**config.mk**
```make
export PLATFORM = sky130hd
export DESIGN_NAME = cci_mpf_prim_repl_arb
export DESIGN_NICKNAME = d
export VERILOG_FILES = /design/src/rtl/cci_mpf_prim_repl_pkg.sv /design/src/rtl/cci_mpf_prim_repl_ref_fifo.sv /design/src/rtl/cci_mpf_prim_repl_arb.sv
export SDC_FILE = /design/constraint.sdc
export NUM_CORES = 1
export LEC_CHECK = 0
export BUFFER_PORTS_ARGS = -buffer_cell sky130_fd_sc_hd__buf_2
export CELL_PAD_IN_SITES_DETAIL_PLACEMENT = 0
export CELL_PAD_IN_SITES_GLOBAL_PLACEMENT = 2
export CORE_MARGIN = 10
export CORE_UTILIZATION = 41
export CTS_CLUSTER_SIZE = 12
export DETAILED_ROUTE_END_ITERATION = 7
export PLACE_DENSITY = 0.91
export SLEW_MARGIN = 20
export SYNTH_ARGS = -nofsm -noshare
export SYNTH_HDL_FRONTEND = slang
export SYNTH_HIERARCHICAL = 1
export SYNTH_SLANG_ARGS = --single-unit
```
**constraint.sdc**
```tcl
create_clock -name clk -period 14.5 [get_ports clk]
set_clock_uncertainty 0.2 [all_clocks]
set_input_delay 2.9 -clock clk [delete_from_list [all_inputs] [get_ports clk]]
set_output_delay 2.9 -clock clk [all_outputs]
set_load 0.05 [all_outputs]
```
**src/rtl/cci_mpf_prim_repl_pkg.sv**
```systemverilog
// Shared types and helpers for the replacement-policy arbiter.
// Default geometry; the arbiter derives its own widths from its parameters.
package cci_mpf_prim_repl_pkg;

    localparam int unsigned REPL_N_WAYS     = 4;
    localparam int unsigned REPL_N_ENTRIES  = 1024;
    localparam int unsigned REPL_IDX_W      = $clog2(REPL_N_ENTRIES);
    localparam int unsigned REPL_WAY_IDX_W  = $clog2(REPL_N_WAYS);
    localparam int unsigned RR_MAX_REQ      = 32;

    typedef logic [REPL_IDX_W-1:0]     t_repl_set_idx;
    typedef logic [REPL_N_WAYS-1:0]    t_repl_way_vec;
    typedef logic [REPL_WAY_IDX_W-1:0] t_repl_way_idx;

    typedef struct packed {
        t_repl_set_idx idx;
        t_repl_way_vec vec;
    } t_repl_ref_entry;

    // One-hot winner: first set bit of req at or after ptr, wrapping within n requesters.
    function automatic logic [RR_MAX_REQ-1:0] rr_pick(input logic [RR_MAX_REQ-1:0] req,
                                                      input int unsigned ptr,
                                                      input int unsigned n);
        logic [RR_MAX_REQ-1:0] win;
        int unsigned j;
        win = '0;
        for (int unsigned i = 0; i < RR_MAX_REQ; i++) begin
            if (i < n) begin
                j = ptr + i;
                if (j >= n) j = j - n;
                if ((win == '0) && req[j]) win[j] = 1'b1;
            end
        end
        return win;
    endfunction

endpackage

```
**src/rtl/cci_mpf_prim_repl_ref_fifo.sv**
```systemverilog
// Reference-update FIFO: one push and up to two pops per cycle.
// Pointers carry an extra wrap bit so full and empty are distinguishable.
module cci_mpf_prim_repl_ref_fifo
#(
    parameter int unsigned DATA_W = 14,
    parameter int unsigned DEPTH  = 8,
    localparam int unsigned PTR_W = $clog2(DEPTH)
)
(
    input  logic              clk,
    input  logic              reset,
    input  logic              push,
    input  logic [DATA_W-1:0] push_data,
    input  logic [1:0]        pop_num,
    output logic [DATA_W-1:0] first,
    output logic [DATA_W-1:0] second,
    output logic [PTR_W:0]    count,
    output logic              can_push
);

    logic [DATA_W-1:0] mem [DEPTH];
    logic [PTR_W:0]    wr_q;
    logic [PTR_W:0]    rd_q;
    logic [PTR_W-1:0]  rd_next_addr;
    logic              full;

    assign count        = wr_q - rd_q;
    assign full         = (wr_q[PTR_W] != rd_q[PTR_W]) &&
                          (wr_q[PTR_W-1:0] == rd_q[PTR_W-1:0]);
    // A full FIFO still has room once this cycle's pop is taken into account.
    assign can_push     = !full || (pop_num != 2'd0);
    assign rd_next_addr = rd_q[PTR_W-1:0] + 1'b1;
    assign first        = mem[rd_q[PTR_W-1:0]];
    assign second       = mem[rd_next_addr];

    always_ff @(posedge clk) begin
        if (reset) begin
            wr_q <= '0;
            rd_q <= '0;
        end else begin
            if (push) wr_q <= wr_q + 1'b1;
            rd_q <= rd_q + (PTR_W+1)'(pop_num);
        end
    end

    always_ff @(posedge clk) begin
        if (push) mem[wr_q[PTR_W-1:0]] <= push_data;
    end

endmodule

```
**src/rtl/cci_mpf_prim_repl_arb.sv**
```systemverilog
// Shares one replacement-policy instance among several requesters: round-robin
// victim lookups with routed responses, plus buffered best-effort reference updates.
module cci_mpf_prim_repl_arb
    import cci_mpf_prim_repl_pkg::*;
#(
    parameter int unsigned N_WAYS         = REPL_N_WAYS,
    parameter int unsigned N_ENTRIES      = REPL_N_ENTRIES,
    parameter int unsigned N_REQ          = 4,
    parameter int unsigned REF_FIFO_DEPTH = 8,
    localparam int unsigned IDX_W         = $clog2(N_ENTRIES),
    localparam int unsigned WAY_IDX_W     = $clog2(N_WAYS),
    localparam int unsigned REQ_W         = $clog2(N_REQ),
    localparam int unsigned CNT_W         = $clog2(REF_FIFO_DEPTH) + 1,
    localparam int unsigned ENTRY_W       = IDX_W + N_WAYS
)
(
    input  logic                           clk,
    input  logic                           reset,

    input  logic [N_REQ-1:0]               reqLookupEn,
    input  logic [N_REQ-1:0][IDX_W-1:0]    reqLookupIdx,
    output logic [N_REQ-1:0]               reqLookupGrant,
    output logic [N_REQ-1:0]               reqRspValid,
    output logic [N_WAYS-1:0]              reqRspVec,
    output logic [WAY_IDX_W-1:0]           reqRspIdx,

    input  logic [N_REQ-1:0]               reqRefEn,
    input  logic [N_REQ-1:0][IDX_W-1:0]    reqRefIdx,
    input  logic [N_REQ-1:0][N_WAYS-1:0]   reqRefWayVec,

    input  logic                           replRdy,
    output logic [IDX_W-1:0]               replLookupIdx,
    output logic                           replLookupEn,
    input  logic                           replLookupRspRdy,
    input  logic [N_WAYS-1:0]              replLookupVecRsp,
    input  logic [WAY_IDX_W-1:0]           replLookupRsp,

    output logic [IDX_W-1:0]               replRefIdx0,
    output logic [N_WAYS-1:0]              replRefWayVec0,
    output logic                           replRefEn0,
    output logic [IDX_W-1:0]               replRefIdx1,
    output logic [N_WAYS-1:0]              replRefWayVec1,
    output logic                           replRefEn1,

    output logic [15:0]                    refDropCnt
);

    // ---------------- Lookup arbitration and response routing ----------------
    logic [REQ_W-1:0]      lookup_ptr_q;
    logic [REQ_W-1:0]      owner_q;
    logic                  owner_vld_q;
    logic [RR_MAX_REQ-1:0] lookup_pick;
    logic [REQ_W-1:0]      lookup_win_id;

    always_comb begin
        lookup_pick    = rr_pick(RR_MAX_REQ'(reqLookupEn), 32'(lookup_ptr_q), N_REQ);
        reqLookupGrant = '0;
        if (replRdy) reqLookupGrant = lookup_pick[N_REQ-1:0];
        lookup_win_id = '0;
        for (int i = 0; i < N_REQ; i++) begin
            if (reqLookupGrant[i]) lookup_win_id = REQ_W'(i);
        end
    end

    assign replLookupEn  = |reqLookupGrant;
    assign replLookupIdx = reqLookupIdx[lookup_win_id];
    assign reqRspVec     = replLookupVecRsp;
    assign reqRspIdx     = replLookupRsp;

    // Reset is folded in so an in-flight response is squashed in the reset cycle itself.
    always_comb begin
        reqRspValid = '0;
        if (replLookupRspRdy && owner_vld_q && !reset) reqRspValid[owner_q] = 1'b1;
    end

    always_ff @(posedge clk) begin
        if (reset) begin
            lookup_ptr_q <= '0;
            owner_q      <= '0;
            owner_vld_q  <= 1'b0;
        end else begin
            owner_vld_q <= replLookupEn;
            if (replLookupEn) begin
                owner_q <= lookup_win_id;
                if (lookup_win_id == REQ_W'(N_REQ - 1)) lookup_ptr_q <= '0;
                else                                     lookup_ptr_q <= lookup_win_id + 1'b1;
            end
        end
    end

    // ---------------- Reference capture ----------------
    logic [REQ_W-1:0]      ref_ptr_q;
    logic [RR_MAX_REQ-1:0] ref_pick;
    logic [N_REQ-1:0]      ref_win;
    logic [REQ_W-1:0]      ref_win_id;
    logic                  ref_accept;
    logic [CNT_W-1:0]      fifo_count;
    logic                  fifo_can_push;
    logic [1:0]            pop_num;
    logic [ENTRY_W-1:0]    fifo_first;
    logic [ENTRY_W-1:0]    fifo_second;
    logic [15:0]           drop_cnt_q;
    logic [16:0]           drop_sum;
    int unsigned           drop_num;

    always_comb begin
        ref_pick   = rr_pick(RR_MAX_REQ'(reqRefEn), 32'(ref_ptr_q), N_REQ);
        ref_win    = ref_pick[N_REQ-1:0];
        ref_win_id = '0;
        for (int i = 0; i < N_REQ; i++) begin
            if (ref_win[i]) ref_win_id = REQ_W'(i);
        end
        // Drain only while the policy can absorb updates.
        pop_num = 2'd0;
        if (replRdy) begin
            if (fifo_count >= CNT_W'(2))      pop_num = 2'd2;
            else if (fifo_count == CNT_W'(1)) pop_num = 2'd1;
        end
        ref_accept = (|ref_win) && fifo_can_push;
        drop_num   = $countones(reqRefEn) - (ref_accept ? 1 : 0);
        drop_sum   = {1'b0, drop_cnt_q} + 17'(drop_num);
    end

    cci_mpf_prim_repl_ref_fifo #(
        .DATA_W (ENTRY_W),
        .DEPTH  (REF_FIFO_DEPTH)
    ) u_ref_fifo (
        .clk       (clk),
        .reset     (reset),
        .push      (ref_accept),
        .push_data ({reqRefIdx[ref_win_id], reqRefWayVec[ref_win_id]}),
        .pop_num   (pop_num),
        .first     (fifo_first),
        .second    (fifo_second),
        .count     (fifo_count),
        .can_push  (fifo_can_push)
    );

    always_ff @(posedge clk) begin
        if (reset) begin
            ref_ptr_q      <= '0;
            drop_cnt_q     <= '0;
            replRefEn0     <= 1'b0;
            replRefEn1     <= 1'b0;
            replRefIdx0    <= '0;
            replRefWayVec0 <= '0;
            replRefIdx1    <= '0;
            replRefWayVec1 <= '0;
        end else begin
            if (ref_accept) begin
                if (ref_win_id == REQ_W'(N_REQ - 1)) ref_ptr_q <= '0;
                else                                  ref_ptr_q <= ref_win_id + 1'b1;
            end
            drop_cnt_q <= drop_sum[16] ? 16'hFFFF : drop_sum[15:0];
            replRefEn0 <= (pop_num != 2'd0);
            replRefEn1 <= (pop_num == 2'd2);
            {replRefIdx0, replRefWayVec0} <= fifo_first;
            {replRefIdx1, replRefWayVec1} <= fifo_second;
        end
    end

    assign refDropCnt = drop_cnt_q;

endmodule

```
==> results.ini, run 1 <==
[clock_tree]
cts_hold_buf = 0
clock_latency_ns = 0.43
clk_pin_slew_ns = 0.07
post-cts-setup-buffers = 0
htree_num_levels = 4
clockBufferDepth = 2
cts_sinks = 173
cts_buffers = 17
cts_resized = 0
root_buffer = clkbuf_16
cts_tree = yes

[sta]
hold_viol = 0
tightest_slew_ns = 1.13
period_needed_ns = 9.23
slew_viol_final = 0
setup_viol = 0
rsz0062_at_grt = false
fmax_mhz = 108
tns_ns = 0
fin_crit_sh_pct = 63.7
relSlewSlack_pct = 24.5

[die]
start_util_pct = 41.7
io_pins = 185
die_w_um = 177
dieArea_um2 = 31400
core_area_um2 = 24300
rows = 57
die_h_um = 177

[placed_design]
hpwlAfterDp_um = 17700
gp_congestion = 0.836
dp.cells = 1265
port_buffers = 172

[route]
ant_nets = 0
drc = 0
viasPerCell = 5.54
drtIter0Drc = 535
wirelength_um = 25400
via_count = 7186
drtPass1Iterations = 5
wl_per_cell_um = 19.5

[critical_path]
ff2ff_path_depth = 24
r2r-end = refDropCnt[15]
rrSetupSlack_ns = 6.81
arrival_ns = 6.13
r2r_start = ref_ptr_q[0]
required_ns = 11.40
start_kind = input port
critical_path.startpoint = reqLookupEn[3]
criticalPathCategory = in2out
worstSetupEndpointType = output port
cp_max_fo = 15
crit_path_end = replLookupIdx[3]

[cells_and_area]
stdcell_count = 1297
antenna_cells = 0
finalNetCount = 1122
syn_to_final_growth_pct = 16.8
drive_gt1_share_pct = 35.9
final_cell_mix = buf_2, edfxtp_1, dfxtp_1
final_common_cell = buf_2

[flow_run]
maxCapViolations = 0

[hold_path]
hold_class = reg2reg
holdPathStages = 2

[yosys]
syn-cell-area_um2 = 10100
yosys-top-cells-area = edfxtp_1, dfxtp_1, ha_1
yosysTopAreaCellShare_pct = 33.2
synth_fa_ha_area_share_pct = 6.30
syn_avg_cell_area_um2 = 12.6
ys_seq_elements = 173
synth_cell_type_count = 89
synthXorXnorAreaFrac_pct = 1.90
synth_edf_count = 112
synth_compound_area_share_pct = 17.0
synth_flop_cell = edfxtp_1
yosysSeqAreaShare_pct = 45.2
synth.mux.area_fraction_pct = 16.3
synthSimpleGateAreaFrac_pct = 8.70
synth_top_family_by_area = compound AO/OA/AOI/OAI gates
postSynthCellCount = 803
synthArstFlopShare_pct = 0
synth_nets = 965
synth_top_area_cell = edfxtp_1
yosys_warnings = 6

[grt]
antenna_found_initial = 0
grt_max_degree = 64
track_usage_pct = 15.8
grt_pass1_wl_um = 39500
overflow = 0
grt_pass1_vias = 7369

[outcome]
outcome = complete, no violations

==> cell usage after synthesis (11+ instances only) <==
master / n
a211oi_2: 11
nor3_1: 21
a21oi_1: 38
mux2_2: 34
nand2_1: 30
ha_1: 43
buf_2: 13
o22ai_1: 15
nor2_1: 32
mux2i_1: 31
mux4_2: 18
nor2b_1: 33
o21ai_0: 11
mux4_1: 16
inv_1: 40
xnor2_1: 12
edfxtp_1: 112
o22a_1: 14
dfxtp_1: 61
==> layer usage <==
metal / up-vias / track usage (%) / routed length [um]
li1: 3453 / - / -
met1: 3478 / 20.4 / 11200
met2: 235 / 26.3 / 12100
met3: 20 / 3.31 / 1770
met4: 0 / 3.96 / 238
met5: - / 0 / 0
==> worst min-delay path by stage <==
stage	from	to	slack (ns)
floorplan	owner_q[1]	owner_q[1]	0.27
global placement	owner_q[1]	owner_q[1]	0.29
detailed placement	owner_q[1]	owner_q[1]	0.29
CTS	owner_q[1]	owner_q[1]	0.30
global route	owner_q[1]	owner_q[1]	0.35
finish	owner_q[1]	owner_q[1]	0.30
==> cell families (layout without fill, tap and decap cells) <==
logic type      Yosys count  in the layout
fa+ha+maj                48             48
flops                   173            173
simple gates            165            165
mux                     108            108
xor+xnor                 22             22
compound gates          201            201
buf+inv                  86            256
==> through the flow <==
| step | util (%) | area, um^2 | hold slack [ns] | setup slack (ns) |
|---|---|---|---|---|
| 2_1_floorplan | - | 10100 | 0.266 | 5.30 |
| 3_3_place_gp | 46.1 | 11200 | 0.287 | 5.14 |
| 3_5_place_dp | 46.1 | 11200 | 0.294 | 5.06 |
| 4_1_cts | 48.7 | 11800 | 0.305 | 5.20 |
| 5_1_grt | 48.7 | 11800 | 0.350 | 5.02 |
| 6_report | 48.7 | 11800 | 0.299 | 5.27 |
==> registers in the layout, indices dropped and copies added (netlist names), 4 cells and up <==
signal	cells
refDropCnt	16
replRefIdx0	10
replRefIdx1	10
u_ref_fifo/rd_q	4
replRefWayVec1	4
u_ref_fifo/wr_q	4
replRefWayVec0	4
u_ref_fifo/mem	112
==> layout make-up <==
class,instances,area [um^2]
inverters,41,154
clock inverters,13,145
flip-flops and latches,173,4580
clock buffers,19,475
well taps,324,405
repair buffers,183,943
multi-input cells,544,5130
fillers,2134,12500
==> critical path, cell delays in order <==
cell	delay, ns
buf_2	0.12
mux4_2	0.59
nand2_2	0.13
nand4_2	0.15
o311ai_4	0.46
a2bb2oi_2	0.81
inv_2	0.31
nor3_1	0.35
a211oi_2	0.07
buf_2	0.22
Power of run 1 is not shown: default switching activity piles up to over one toggle a cycle in this logic, so the estimate is an artifact.
==> run 2: changes to the inputs <==
--- a/config.mk
+++ b/config.mk
@@ -5,14 +5,15 @@
 export SDC_FILE = /design/constraint.sdc
 export NUM_CORES = 1
 export LEC_CHECK = 0
+export ABC_AREA = 1
 export BUFFER_PORTS_ARGS = -buffer_cell sky130_fd_sc_hd__buf_2
 export CELL_PAD_IN_SITES_DETAIL_PLACEMENT = 0
 export CELL_PAD_IN_SITES_GLOBAL_PLACEMENT = 2
 export CORE_MARGIN = 10
-export CORE_UTILIZATION = 41
+export CORE_UTILIZATION = 32
 export CTS_CLUSTER_SIZE = 12
 export DETAILED_ROUTE_END_ITERATION = 7
-export PLACE_DENSITY = 0.91
+export PLACE_DENSITY = 0.86
 export SLEW_MARGIN = 20
 export SYNTH_ARGS = -nofsm -noshare
 export SYNTH_HDL_FRONTEND = slang
==> constraint.sdc (replaced) <==
create_clock -name clk -period 8.8 [get_ports clk]
set_clock_uncertainty 0.2 [all_clocks]
set_input_delay 1.76 -clock clk [delete_from_list [all_inputs] [get_ports clk]]
set_output_delay 1.76 -clock clk [all_outputs]
set_load 0.05 [all_outputs]
==> results.ini, run 2 <==
[outcome]
outcome = complete, no violations

[route]
wl_per_cell_um = 14.9
drtIter0Drc = 506
drc = 0
drtPass1Iterations = 5
viasPerCell = 4.52
wirelength_um = 31700
ant_nets = 0
via_count = 9624

[hold_path]
min_from = u_ref_fifo/rd_q[3]
hold_class = reg2reg
holdPathStages = 2
hold_end = u_ref_fifo/rd_q[3]

[die]
die_h_um = 206
io_pins = 185
dieArea_um2 = 42300
core_area_um2 = 33800
rows = 67
start_util_pct = 32.7
die_w_um = 206

[sta]
fin_crit_sh_pct = 83.2
tns_ns = 0
relSlewSlack_pct = 24.6
slew_viol_final = 0
rsz0062_at_grt = false
setup_viol = 0
hold_viol = 0
whs_ns = 0.302
tightest_slew_ns = 1.13
period_needed_ns = 7.32
fmax_mhz = 137

[grt]
antenna_found_initial = 0
overflow = 0
track_usage_pct = 15.1
grt_pass1_vias = 9732
grt_pass1_wl_um = 50600
grt_max_degree = 82

[yosys]
syn_avg_cell_area_um2 = 7.19
postSynthCellCount = 1536
synth_top_family_by_area = simple AND/OR/NAND/NOR gates
synth_fa_ha_area_share_pct = 5.78
ys_seq_elements = 173
synth_cell_type_count = 43
synth_nets = 1698
yosysSeqAreaShare_pct = 41.5
synthArstFlopShare_pct = 0
synth_flop_cell = edfxtp_1
yosysTopAreaCellShare_pct = 30.4
synth.most_common_cell = nand2_1
synth_edf_count = 112
synth.mux.area_fraction_pct = 0
synth_top_area_cell = edfxtp_1
yosys-top-cells-area = edfxtp_1, nand2_1, dfxtp_1
synthTopCellsByCount = nand2_1, inv_1, nand3_1
synthSimpleGateAreaFrac_pct = 34.1
yosys_warnings = 6
synthXorXnorAreaFrac_pct = 1.60
synth_compound_area_share_pct = 4.17
syn-cell-area_um2 = 11000

[placed_design]
hpwlAfterDp_um = 21900
dpl_cell_area_um2 = 12100
gp_congestion = 0.789
port_buffers = 172

[clock_tree]
root_buffer = clkbuf_16
post-cts-setup-buffers = 0
clockBufferDepth = 2
cts_buffers = 17
cts_hold_buf = 0
htree_num_levels = 4
clk_pin_slew_ns = 0.06
clock_latency_ns = 0.43
cts_resized = 0
cts_sinks = 173
cts_tree = yes

[cells_and_area]
final_common_cell = nand2_1
fin_area_um2 = 12700
n_fill_cell = 3568
final_cell_mix = nand2_1, inv_1, buf_2
multi_input_area_um2 = 5090
seq_area_um2 = 4590
syn_to_final_growth_pct = 15.0
drive_gt1_share_pct = 15.6
finalNetCount = 1831
antenna_cells = 0
largest_reg_flops = 112

[critical_path]
r2r_start = u_ref_fifo/rd_q[2]
criticalPathCategory = in2reg
worstSetupEndpointType = register
r2r-end = refDropCnt[7]
crit_top_cell = nand2_1
arrival_ns = 7.44
cpPeakStageDelay_ns = 0.54
cpMaxStageDelayCell = fa_1
required_ns = 8.92
start_kind = input port
ff2ff_path_depth = 35
cp_max_fo = 17
rrSetupSlack_ns = 1.72

[flow_run]
maxCapViolations = 0

## run 2: how the worst max path moves through the flow
stage / startpoint / endpoint
6_report: reqRefEn[3] / refDropCnt[7]
5_1_grt: reqRefEn[3] / refDropCnt[7]
2_1_floorplan: reqRefEn[1] / refDropCnt[5]
4_1_cts: reqRefEn[3] / refDropCnt[7]
3_3_place_gp: reqRefEn[3] / refDropCnt[4]
3_5_place_dp: reqRefEn[3] / refDropCnt[7]
## run 2: area by class of cell
cell class | count | area share [%]
multi-input cells | 1034 | 40.1
flip-flops and latches | 173 | 36.1
inverters | 261 | 7.75
repair buffers | 182 | 7.37
well taps | 448 | 4.41
clock buffers | 20 | 3.60
clock inverters | 12 | 0.670
## run 2: cells by family (layout without fill, tap and decap cells)
group                      count (synthesis)  count (layout)
adders and majority gates                 48              48
AOI/OAI and AO/OA                         80              80
buffers and inverters                    329             475
xor gates and xnor gates                  18              18
and+or+nand+nor                          888             888
DFF                                      173             173
## run 2: critical path, delay by kind of cell
family                   cells  cell delay (ns)
AO/OA/AOI/OAI                8             1.09
AND/OR/NAND/NOR             18             1.81
buffers and inverters        7             0.74
adder cells (fa/ha/maj)      5             1.88
XOR/XNOR                     1             0.14
## run 2: per-layer routing
| metal | global-route usage [%] | wire, um |
|---|---|---|
| met5 | 0 | 0 |
| met4 | 4.04 | 495 |
| met3 | 2.83 | 1550 |
| met2 | 26.4 | 15700 |
| met1 | 18.5 | 14000 |
## run 2: metrics by stage
stage	worst slack, ns	instances	utilization [%]
2_1_floorplan	1.37	1536	-
3_3_place_gp	1.05	2098	35.9
3_5_place_dp	0.991	2098	35.9
4_1_cts	1.42	2130	37.5
5_1_grt	0.777	2130	37.6
6_report	1.48	2130	37.6
Power of run 2 is left out for the same reason.
==> run 3: changes to the inputs <==
--- a/config.mk
+++ b/config.mk
@@ -5,12 +5,12 @@
 export SDC_FILE = /design/constraint.sdc
 export NUM_CORES = 1
 export LEC_CHECK = 0
-export ABC_AREA = 1
+export ABC_AREA = 0
 export BUFFER_PORTS_ARGS = -buffer_cell sky130_fd_sc_hd__buf_2
 export CELL_PAD_IN_SITES_DETAIL_PLACEMENT = 0
 export CELL_PAD_IN_SITES_GLOBAL_PLACEMENT = 2
 export CORE_MARGIN = 10
-export CORE_UTILIZATION = 32
+export CORE_UTILIZATION = 38
 export CTS_CLUSTER_SIZE = 12
 export DETAILED_ROUTE_END_ITERATION = 7
 export PLACE_DENSITY = 0.86
==> constraint.sdc (replaced) <==
create_clock -name clk -period 7.4 [get_ports clk]
set_clock_uncertainty 0.2 [all_clocks]
set_input_delay 1.48 -clock clk [delete_from_list [all_inputs] [get_ports clk]]
set_output_delay 1.48 -clock clk [all_outputs]
set_load 0.05 [all_outputs]
==> results.ini, run 3 (synthesis results as in run 1) <==
[die]
die_h_um = 183
die_w_um = 183
rows = 59
start_util_pct = 38.8
dieArea_um2 = 33600
io_pins = 185
core_area_um2 = 26100

[grt]
overflow = 0
grt_pass1_wl_um = 40200
grt_pass1_vias = 7391
antenna_found_initial = 0
grt_max_degree = 40
track_usage_pct = 15.0

[cells_and_area]
final_core_util_pct = 45.7
drive_gt1_share_pct = 36.6
finalNetCount = 1132
syn_to_final_growth_pct = 17.8
antenna_cells = 0
final_cell_mix = buf_2, edfxtp_1, dfxtp_1
n_fill_cell = 2403
largest_reg_flops = 112
final_common_cell = buf_2

[clock_tree]
htree_num_levels = 4
clk_pin_slew_ns = 0.07
post-cts-setup-buffers = 0
cts_resized = 0
cts_sinks = 173
cts_buffers = 17
cts_hold_buf = 0
clockBufferDepth = 2
cts_tree = yes
root_buffer = clkbuf_16
clock_latency_ns = 0.43

[sta]
fin_crit_sh_pct = 92.4
slew_viol_final = 0
hold_viol = 0
fmax_mhz = 146
setup_viol = 0
tightest_slew_ns = 1.16
period_needed_ns = 6.84
relSlewSlack_pct = 22.8
tns_ns = 0
rsz0062_at_grt = false

[route]
via_count = 7231
drtIter0Drc = 442
drc = 0
viasPerCell = 5.49
ant_nets = 0
route.met3.wl_um = 1520
drt-met1-wl_um = 11500
dr.max_layer_used = met4
drtPass1Iterations = 5
wl_met2_um = 12600
wl_per_cell_um = 19.7
wirelength_um = 25900

[critical_path]
crit_top_cell = a21oi_1
worstSetupEndpointType = register
critical_path.startpoint = reqRefEn[2]
cp_top_family = compound AO/OA/AOI/OAI gates
start_kind = input port
required_ns = 7.49
path_cells = buf_2 > mux4_2 > a21boi_1 > a21oi_1 > a21boi_0 > a21oi_1 > a31oi_1 > ha_1 > inv_1 > fa_1 > ha_1 > fa_1 > xor2_1 > ha_1 > nor2b_1 > o31a_1 > o211ai_1 > a31oi_1 > a211o_1 > a21oi_1 > xor2_1 > buf_4 > a21oi_1
arrival_ns = 6.93
cpPeakStageDelay_ns = 0.53
path_buf_inv = 3
criticalPathCategory = in2reg
cpMaxStageDelayCell = mux4_2
cp_max_fo = 9
r2r_start = ref_ptr_q[1]

[hold_path]
min_from = owner_q[1]
hold_class = reg2reg

[placed_design]
port_buffers = 172
hpwlAfterDp_um = 18300
gp_congestion = 0.862

[flow_run]
maxCapViolations = 0

[outcome]
outcome = complete, no violations

==> run 3: cell count changes in the layout (fill, tap and decap cells not counted), sizes merged, moves of 13 or more <==
| cell | previous run | this run |
|---|---|---|
| mux2 | 0 | 43 |
| o221a | 0 | 14 |
| nor2b | 0 | 33 |
| mux4 | 0 | 34 |
| mux2i | 0 | 31 |
| inv | 264 | 49 |
| o22a | 0 | 14 |
| nand2 | 585 | 32 |
| a221oi | 0 | 14 |
| nor2 | 101 | 32 |
| a211oi | 0 | 13 |
| nand3 | 167 | 6 |
==> run 3: routing by layer <==
metal	GRT usage, %	vias to the layer above
met2	25.5	220
li1	-	3470
met1	18.7	3528
met3	3.75	13
met5	0	-
met4	3.87	0
==> run 3: cell type report <==
| cell class | instances | area [um^2] | area share, % |
|---|---|---|---|
| clock buffer | 19 | 464 | 3.89 |
| clock inverter | 13 | 164 | 1.37 |
| inverter | 41 | 154 | 1.29 |
| multi-input combinational | 544 | 5130 | 43.0 |
| sequential | 173 | 4580 | 38.4 |
| tap | 335 | 419 | 3.51 |
| timing repair buffer | 193 | 1020 | 8.54 |
==> run 3: per-stage QoR <==
stage | worst slack [ns] | hold WS (ns) | area (um^2) | cells
floorplan | 0.0331 | 0.266 | 10100 | 803
global placement | 0.217 | 0.292 | 11300 | 1286
detailed placement | 0.128 | 0.295 | 11300 | 1286
CTS | 0.572 | 0.308 | 11900 | 1318
global route | 0.0777 | 0.330 | 11900 | 1318
finish | 0.560 | 0.309 | 11900 | 1318
==> run 3: final timing paths <==
path | depth (start not counted) | to | slack, ns
worst max-delay path | 23 | refDropCnt[3] | 0.56
worst min-delay path | 2 | owner_q[1] | 0.31
worst max register to register | 24 | refDropCnt[3] | 0.64
worst min register to register | 2 | owner_q[1] | 0.31
==> run 3: worst min-delay path: stages, from the launching register on <==
cell and delay, ns:
dfxtp_1 0.34, nand2_1 0.06, a21oi_1 0.06
Power of run 3 is left out for the same reason.
